`config.mk`:
```
export PLATFORM = sky130hd
export DESIGN_NAME = pipe_stage_reg
export DESIGN_NICKNAME = d
export VERILOG_FILES = /design/src/rtl/pipe_stage_reg.sv
export SDC_FILE = /design/constraint.sdc
export NUM_CORES = 1
export LEC_CHECK = 0
export ABC_CLOCK_PERIOD_IN_PS = 2000
export CAP_MARGIN = 20
export CORE_MARGIN = 1.5
export CORE_UTILIZATION = 25
export DETAILED_ROUTE_END_ITERATION = 8
export PLACE_DENSITY = 0.55
export SYNTH_ARGS = -nofsm -noshare
export SYNTH_HDL_FRONTEND = slang
export SYNTH_SLANG_ARGS = --single-unit
export TNS_END_PERCENT = 30
```
`constraint.sdc`:
```
create_clock -name clk -period 2 [get_ports clk]
set_clock_uncertainty 0.05 [all_clocks]
set_input_delay 0.2 -clock clk [delete_from_list [all_inputs] [get_ports clk]]
set_output_delay 0.2 -clock clk [all_outputs]
set_load 0.005 [all_outputs]
```
`src/rtl/pipe_stage_reg.sv`:
```
// Valid/ready pipeline stage: one main register plus a one-entry skid buffer.
// Optional statistics counters are built when PIPE_STAGE_STATS_EN is defined.
module pipe_stage_reg #(
  parameter int unsigned          DATA_W  = 64,
  parameter logic [DATA_W-1:0]    NOP_VAL = '0
) (
  input  logic              clk,
  input  logic              rst,
  input  logic              freeze,
  input  logic              flush,
  input  logic              in_valid,
  input  logic [DATA_W-1:0] in_data,
  output logic              in_ready,
  output logic              out_valid,
  output logic [DATA_W-1:0] out_data,
  input  logic              out_ready,
  input  logic              stats_clr,
  output logic [15:0]       stall_cnt,
  output logic [15:0]       bubble_cnt
);

  // state   | meaning
  // S_EMPTY | no entry held, main = NOP_VAL
  // S_ONE   | main holds the only entry
  // S_FULL  | main holds the older entry, skid the younger
  typedef enum logic [1:0] {
    S_EMPTY = 2'd0,
    S_ONE   = 2'd1,
    S_FULL  = 2'd2
  } state_t;

  state_t            state_q, state_d;
  logic [DATA_W-1:0] main_q, main_d;
  logic [DATA_W-1:0] skid_q, skid_d;
  logic              accept, take;

  always_comb begin
    in_ready  = ~freeze & (state_q != S_FULL);
    out_valid = ~freeze & (state_q != S_EMPTY);
    accept    = in_valid & in_ready;
    take      = out_valid & out_ready;
    out_data  = main_q;
  end

  // freeze needs no explicit term here: it already forces accept and take low.
  always_comb begin
    state_d = state_q;
    main_d  = main_q;
    skid_d  = skid_q;
    if (flush) begin
      state_d = S_EMPTY;
      main_d  = NOP_VAL;
      skid_d  = NOP_VAL;
    end else begin
      case (state_q)
        S_EMPTY: begin
          if (accept) begin
            state_d = S_ONE;
            main_d  = in_data;
          end
        end
        S_ONE: begin
          if (accept && take) begin
            main_d = in_data;
          end else if (accept) begin
            state_d = S_FULL;
            skid_d  = in_data;
          end else if (take) begin
            state_d = S_EMPTY;
            main_d  = NOP_VAL;
          end
        end
        S_FULL: begin
          if (take) begin
            state_d = S_ONE;
            main_d  = skid_q;
            skid_d  = NOP_VAL;
          end
        end
        default: begin
          state_d = S_EMPTY;
          main_d  = NOP_VAL;
          skid_d  = NOP_VAL;
        end
      endcase
    end
  end

  always_ff @(posedge clk) begin
    if (rst) begin
      state_q <= S_EMPTY;
      main_q  <= NOP_VAL;
      skid_q  <= NOP_VAL;
    end else begin
      state_q <= state_d;
      main_q  <= main_d;
      skid_q  <= skid_d;
    end
  end

`ifdef PIPE_STAGE_STATS_EN
  logic [15:0] stall_cnt_q, stall_cnt_d;
  logic [15:0] bubble_cnt_q, bubble_cnt_d;

  // Saturating counters; stats_clr wins over a same-cycle increment.
  always_comb begin
    stall_cnt_d  = stall_cnt_q;
    bubble_cnt_d = bubble_cnt_q;
    if (stats_clr) begin
      stall_cnt_d  = '0;
      bubble_cnt_d = '0;
    end else begin
      if ((state_q != S_EMPTY) && !take && (stall_cnt_q != 16'hFFFF))
        stall_cnt_d = stall_cnt_q + 16'd1;
      if (out_ready && !freeze && (state_q == S_EMPTY) && (bubble_cnt_q != 16'hFFFF))
        bubble_cnt_d = bubble_cnt_q + 16'd1;
    end
  end

  always_ff @(posedge clk) begin
    if (rst) begin
      stall_cnt_q  <= '0;
      bubble_cnt_q <= '0;
    end else begin
      stall_cnt_q  <= stall_cnt_d;
      bubble_cnt_q <= bubble_cnt_d;
    end
  end

  assign stall_cnt  = stall_cnt_q;
  assign bubble_cnt = bubble_cnt_q;
`else
  logic unused_stats_clr;
  assign unused_stats_clr = stats_clr;
  assign stall_cnt        = '0;
  assign bubble_cnt       = '0;
`endif

endmodule
```
* After elaboration in Yosys (flattened, before gate mapping) *
Cells that the tools add are included.

operators by class
  add/subtract/negate cells = 0
  $mul = 0
  div/mod/pow operators = 0
  magnitude comparators = 0
  equality and inequality tests = 10
  shift operators = 0
  muxes and demuxes = 14
  bitwise operators = 6
  reductions and logical operators = 7

operators with widths
  cell                                                             count
  64-bit 2-to-1 mux                                                6
  64-bit case mux with 3 select lines                              2
  4-bit AND reduction                                              3
  2-bit 2-to-1 mux                                                 5
  2-bit inequality test, second input constant                     5
  3-bit inequality test, second input constant                     3
  2-bit case mux with 3 select lines                               1
  1-bit bitwise AND                                                4
  2-bit by 1-bit == test with 1-bit output, second input constant  1
  2-bit == test, second input constant                             1
  2-bit logical NOT                                                1
  1-bit NOT                                                        2
  2-bit nonzero test                                               1
  2-bit OR reduction                                               1
  1-bit logical AND                                                1

storage, ports and cells
  flip-flop bits (word level) = 130
  bits in latches = 0
  memory bits (writable) = 0
  bits in read-only memories = 0
  bits of input ports = 71
  output and inout port bits = 98
  logic and storage cells = 40
  memories kept = 0

* Logic depth before layout (Yosys ltp) *
  depth after elaboration = 7
  mapped depth = 7
  mapped depth without buffers = 4

* Least setup slack after synthesis *
OpenSTA, ideal clock, no wires.

  kind = reg-to-reg
  from = reg state_q[1]
  to = reg main_q[12], in the netlist out_data[12]
  library setup time = 0.132 ns
  arrival time = 1.236 ns
  required time = 1.818 ns
  setup slack = 0.582 ns
  stages on the path, launching flop included = 8
  path buffers = 3
  clock period less this slack = 1.418 ns
  cell sequence = dfxtp_1 -> buf_4 -> buf_6 -> buf_4 -> mux2i_1 -> o32ai_2 -> nand3_1 -> a21oi_1

on the way
  cells in the longest elaborated chain, start to end = 6
  elaborated cells on any way between the ends = 17
  classes of those cells = eq/ne (7); mux (2); bitwise (4); reduce/logical (4)

ends and longest elaborated chain
  what                                                                                         line    RTL
  start, declared                                                                              32      state_t state_q, state_d;
  start signal, assigned                                                                       95      state_q <= state_d;
  2-bit inequality test or 2-bit nonzero test (tied branches)                                  38, 39
  1-bit bitwise AND, on equally long branches                                                  38, 39
  1-bit bitwise AND, on equally long branches                                                  40, 41
  1-bit logical AND                                                                            63      if (accept && take) begin
  3-bit inequality test (no source line) or 64-bit 2-to-1 mux (tied branches)                  n/a
  4-bit AND reduction (no source line) or 64-bit case mux with 3 select lines (tied branches)  n/a
  end signal, assigned                                                                         96      main_q <= main_d;
  end, declared                                                                                33      logic [DATA_W-1:0] main_q, main_d;

Parallel ways exist; a longest one is shown, timed or not.
A chain may end at the register's enable or synchronous reset.

* Worst setup path in the final report *
  from = reg state_q[1]
  to = out out_valid

on the way
  cells in the longest elaborated chain, start to end = 2

ends and longest elaborated chain
  what                line  RTL
  2-bit nonzero test  39    out_valid = ~freeze & (state_q != S_EMPTY);
  1-bit bitwise AND   39
  end, declared       14    output logic out_valid,

No other way between the ends.

==> impl_metrics.ini <==
[timing]
max_freq_ghz = 0.541
grt_setup_unrepaired = no
timing.final.crit_share = 0.924
finalHoldViolations = 0
tns_ns = 0
setup_violations = 0
period_needed_ns = 1.85
tightest_slew_ns = 0.503
slew_violations = 0
slew_headroom = 0.664

[synthesis]
synth_area_sq_um = 7340
synth_top_family_by_area = simple AND/OR/NAND/NOR gates
ys_ff_latch = 130
synth_edf_count = 0
synth_mux_area_frac = 0.0899
synth-compound-area-share = 0.187
synthSimpleGateAreaFrac = 0.253
ys_seq_area_frac = 0.354
synthFlopType = dfxtp_1
postSynthCellCount = 883
ys_warn_count = 0
synth_cell_type_count = 30
yosys.area_share.adder = 0
synth-xor-area-share = 0
synthArstFlopShare = 0
synth.avg_cell_area_sq_um = 8.32

[floorplan]
ios = 169
die_x_um = 174
rows = 62
fp.dieH_um = 174
core_area_sq_um = 28800
start_util = 0.255
die-area_sq_um = 30400

[worst_setup_path]
rr_endpoint = out_data[10]$_SDFFE_PP0P_
r2r_slack_ns = 0.28
cp_data_required_time_ns = 1.75
setup.worst_path.end_class = output port
critPathKind = flop to output port
path_max_fanout = 12
arrival_ns = 1.60
ff2ff_path_depth = 5
crit-reg2reg-launch = state_q[1]$_SDFFE_PP0P_
startpoint_type = flop

[cts]
ctsRootBufferMaster = clkbuf_16
clk_pin_slew_ns = 0.07
cts.path.max_buffers = 2
clk-insertion-delay-late_ns = 0.42
cts_made_buffers = 17
cts_tree = done
post_cts_buffers = 0
h-tree-depth = 4
clkSinkCount = 130

[final_layout]
drive_above_1_share = 0.102
nNetsFinal = 1031
final_common_cell = nand3_1
antennaDiodeCount = 0
final_cell_mix = nand3_1, clkdlybuf4s50_1, a21oi_1, dfxtp_1, mux2i_1
layout.cells.non_filler = 1357
finalInstanceArea_sq_um = 9590
area_growth_pct = 30.6

[global_route]
grt_max_degree = 57
grtUsageTotal = 0.155
grt_pass1_wl_um = 37500
grt_pass1_vias = 6658
antenna_found_initial = 1
overflow = 0

[worst_hold_path]
hold_end = out_data[53]$_SDFFE_PP0P_
hold_class = input port to flop
min_path_cells = 5
hp-start = out_ready

[route]
routed_via_density = 5.21
dr_wl_met2_um = 11600
antenna_left = 0
finalWirelength_um = 24100
dr.pass1.iters = 4
wl_per_cell_um = 17.7
drt_iter0_drc = 537
post-route-drc-count = 0
routed-wl-met3_um = 1030
route.layer.met1.wl_um = 11000
highest_layer = met5
vias = 7068

[power_and_ir_drop]
internal_power_w = 0.00485
power_switching_w = 0.00175
leakagePower_nw = 2.88
seqPwrFrac = 0.400
powerDensity_nw_per_um2 = 688
pwr-share-clk = 0.473
pwr-share-comb = 0.127
vdd_drop_max_mv = 0.519
switching_share = 0.266

[placement]
placed_area_sq_um = 9010
port_buffers = 135
place_inst = 1325
dp_hpwl_um = 14300
gp_congestion = 0.716

[run]
drv_cap = 0

[status]
outcome = finished, final reports clean
-- cell type report --
class                           count  area [sq um]
Multi-Input combinational cell    636          4060
Clock buffer                       18           439
Timing Repair Buffer              173          1860
Tap cell                          384           480
Sequential cell                   130          2610
Inverter                            2          7.51
Clock inverter                     14           139
Fill cell                        3009         19200
-- worst max-delay path by stage --
stage / endpoint / startpoint / depth (start not counted) / slack (ns)
floorplan: out_data[12]$_SDFFE_PP0P_ / state_q[1]$_SDFFE_PP0P_ / 7 / 0.58
global placement: out_data[24]$_SDFFE_PP0P_ / freeze / 6 / -0.006
detailed placement: out_data[32]$_SDFFE_PP0P_ / in_valid / 6 / -0.02
CTS: in_ready / state_q[0]$_SDFFE_PP0P_ / 3 / 0.05
global route: out_valid / state_q[1]$_SDFFE_PP0P_ / 3 / 0.08
finish: out_valid / state_q[1]$_SDFFE_PP0P_ / 3 / 0.15
-- synthesized netlist by cell type (2+ instances only) --
master	count	share of area
buf_4	41	0.042
nand2_1	66	0.034
buf_2	51	0.035
nand4b_1	64	0.076
o32ai_1	44	0.052
clkbuf_1	43	0.022
nor2_1	9	0.0046
dfxtp_1	130	0.35
buf_1	2	0.0010
mux2i_1	66	0.090
nand3_1	189	0.13
a21oi_1	131	0.089
o32ai_2	17	0.038
nor3_1	4	0.0027
buf_6	9	0.014
o211ai_1	3	0.0031
-- sequential cells by signal, summed over array words and instances (netlist names) --
| register | flops |
|---|---|
| state_q | 2 |
| skid_q | 64 |
| out_data | 64 |
-- critical path, stage by stage (launching register included) --
cell	delay (ns)
dfxtp_4	0.45
nor2_1	0.07
nor2_1	0.09
clkdlybuf4s50_1	0.57
-- logic make-up after synthesis --
| logic type | count (synthesis) |
|---|---|
| mux | 66 |
| simple gates | 338 |
| other cells | 1 |
| compound gates | 200 |
| flops | 130 |
| buf+inv | 148 |
-- through the flow --
stage / setup WS (ns) / hold slack [ns] / total power (W) / util
after floorplan: 0.582 / 0.328 / 0.00318 / -
after global placement: -0.00571 / 0.399 / 0.00353 / 0.313
after detailed placement: -0.0167 / 0.405 / 0.00354 / 0.313
after CTS: 0.0480 / 0.337 / 0.00669 / 0.333
after global routing: 0.0774 / 0.382 / 0.00685 / 0.333
final: 0.152 / 0.348 / 0.00660 / 0.333
-- metal layers --
| metal | up-vias | GRT usage |
|---|---|---|
| met2 | 189 | 0.256 |
| met1 | 3472 | 0.201 |
| met4 | 2 | 0.0478 |
| met5 | - | 0 |
| met3 | 29 | 0.0319 |
| li1 | 3376 | - |
-- repair_timing --
action | CTS | global route
resized for setup | 0 | 1
hold buffers | 0 | 0
endpoints found under the setup margin | 0 | 1
-- power by group through the flow --
stage                     registers, W  logic (W)  clock network, W
after detailed placement       0.00270   0.000839                 0
final                          0.00264   0.000839           0.00312
after global routing           0.00264   0.000911           0.00330
after floorplan                0.00270   0.000480                 0
after global placement         0.00270   0.000835                 0
after CTS                      0.00264   0.000842           0.00320
Note: power is estimated with default switching activity, not from simulation.
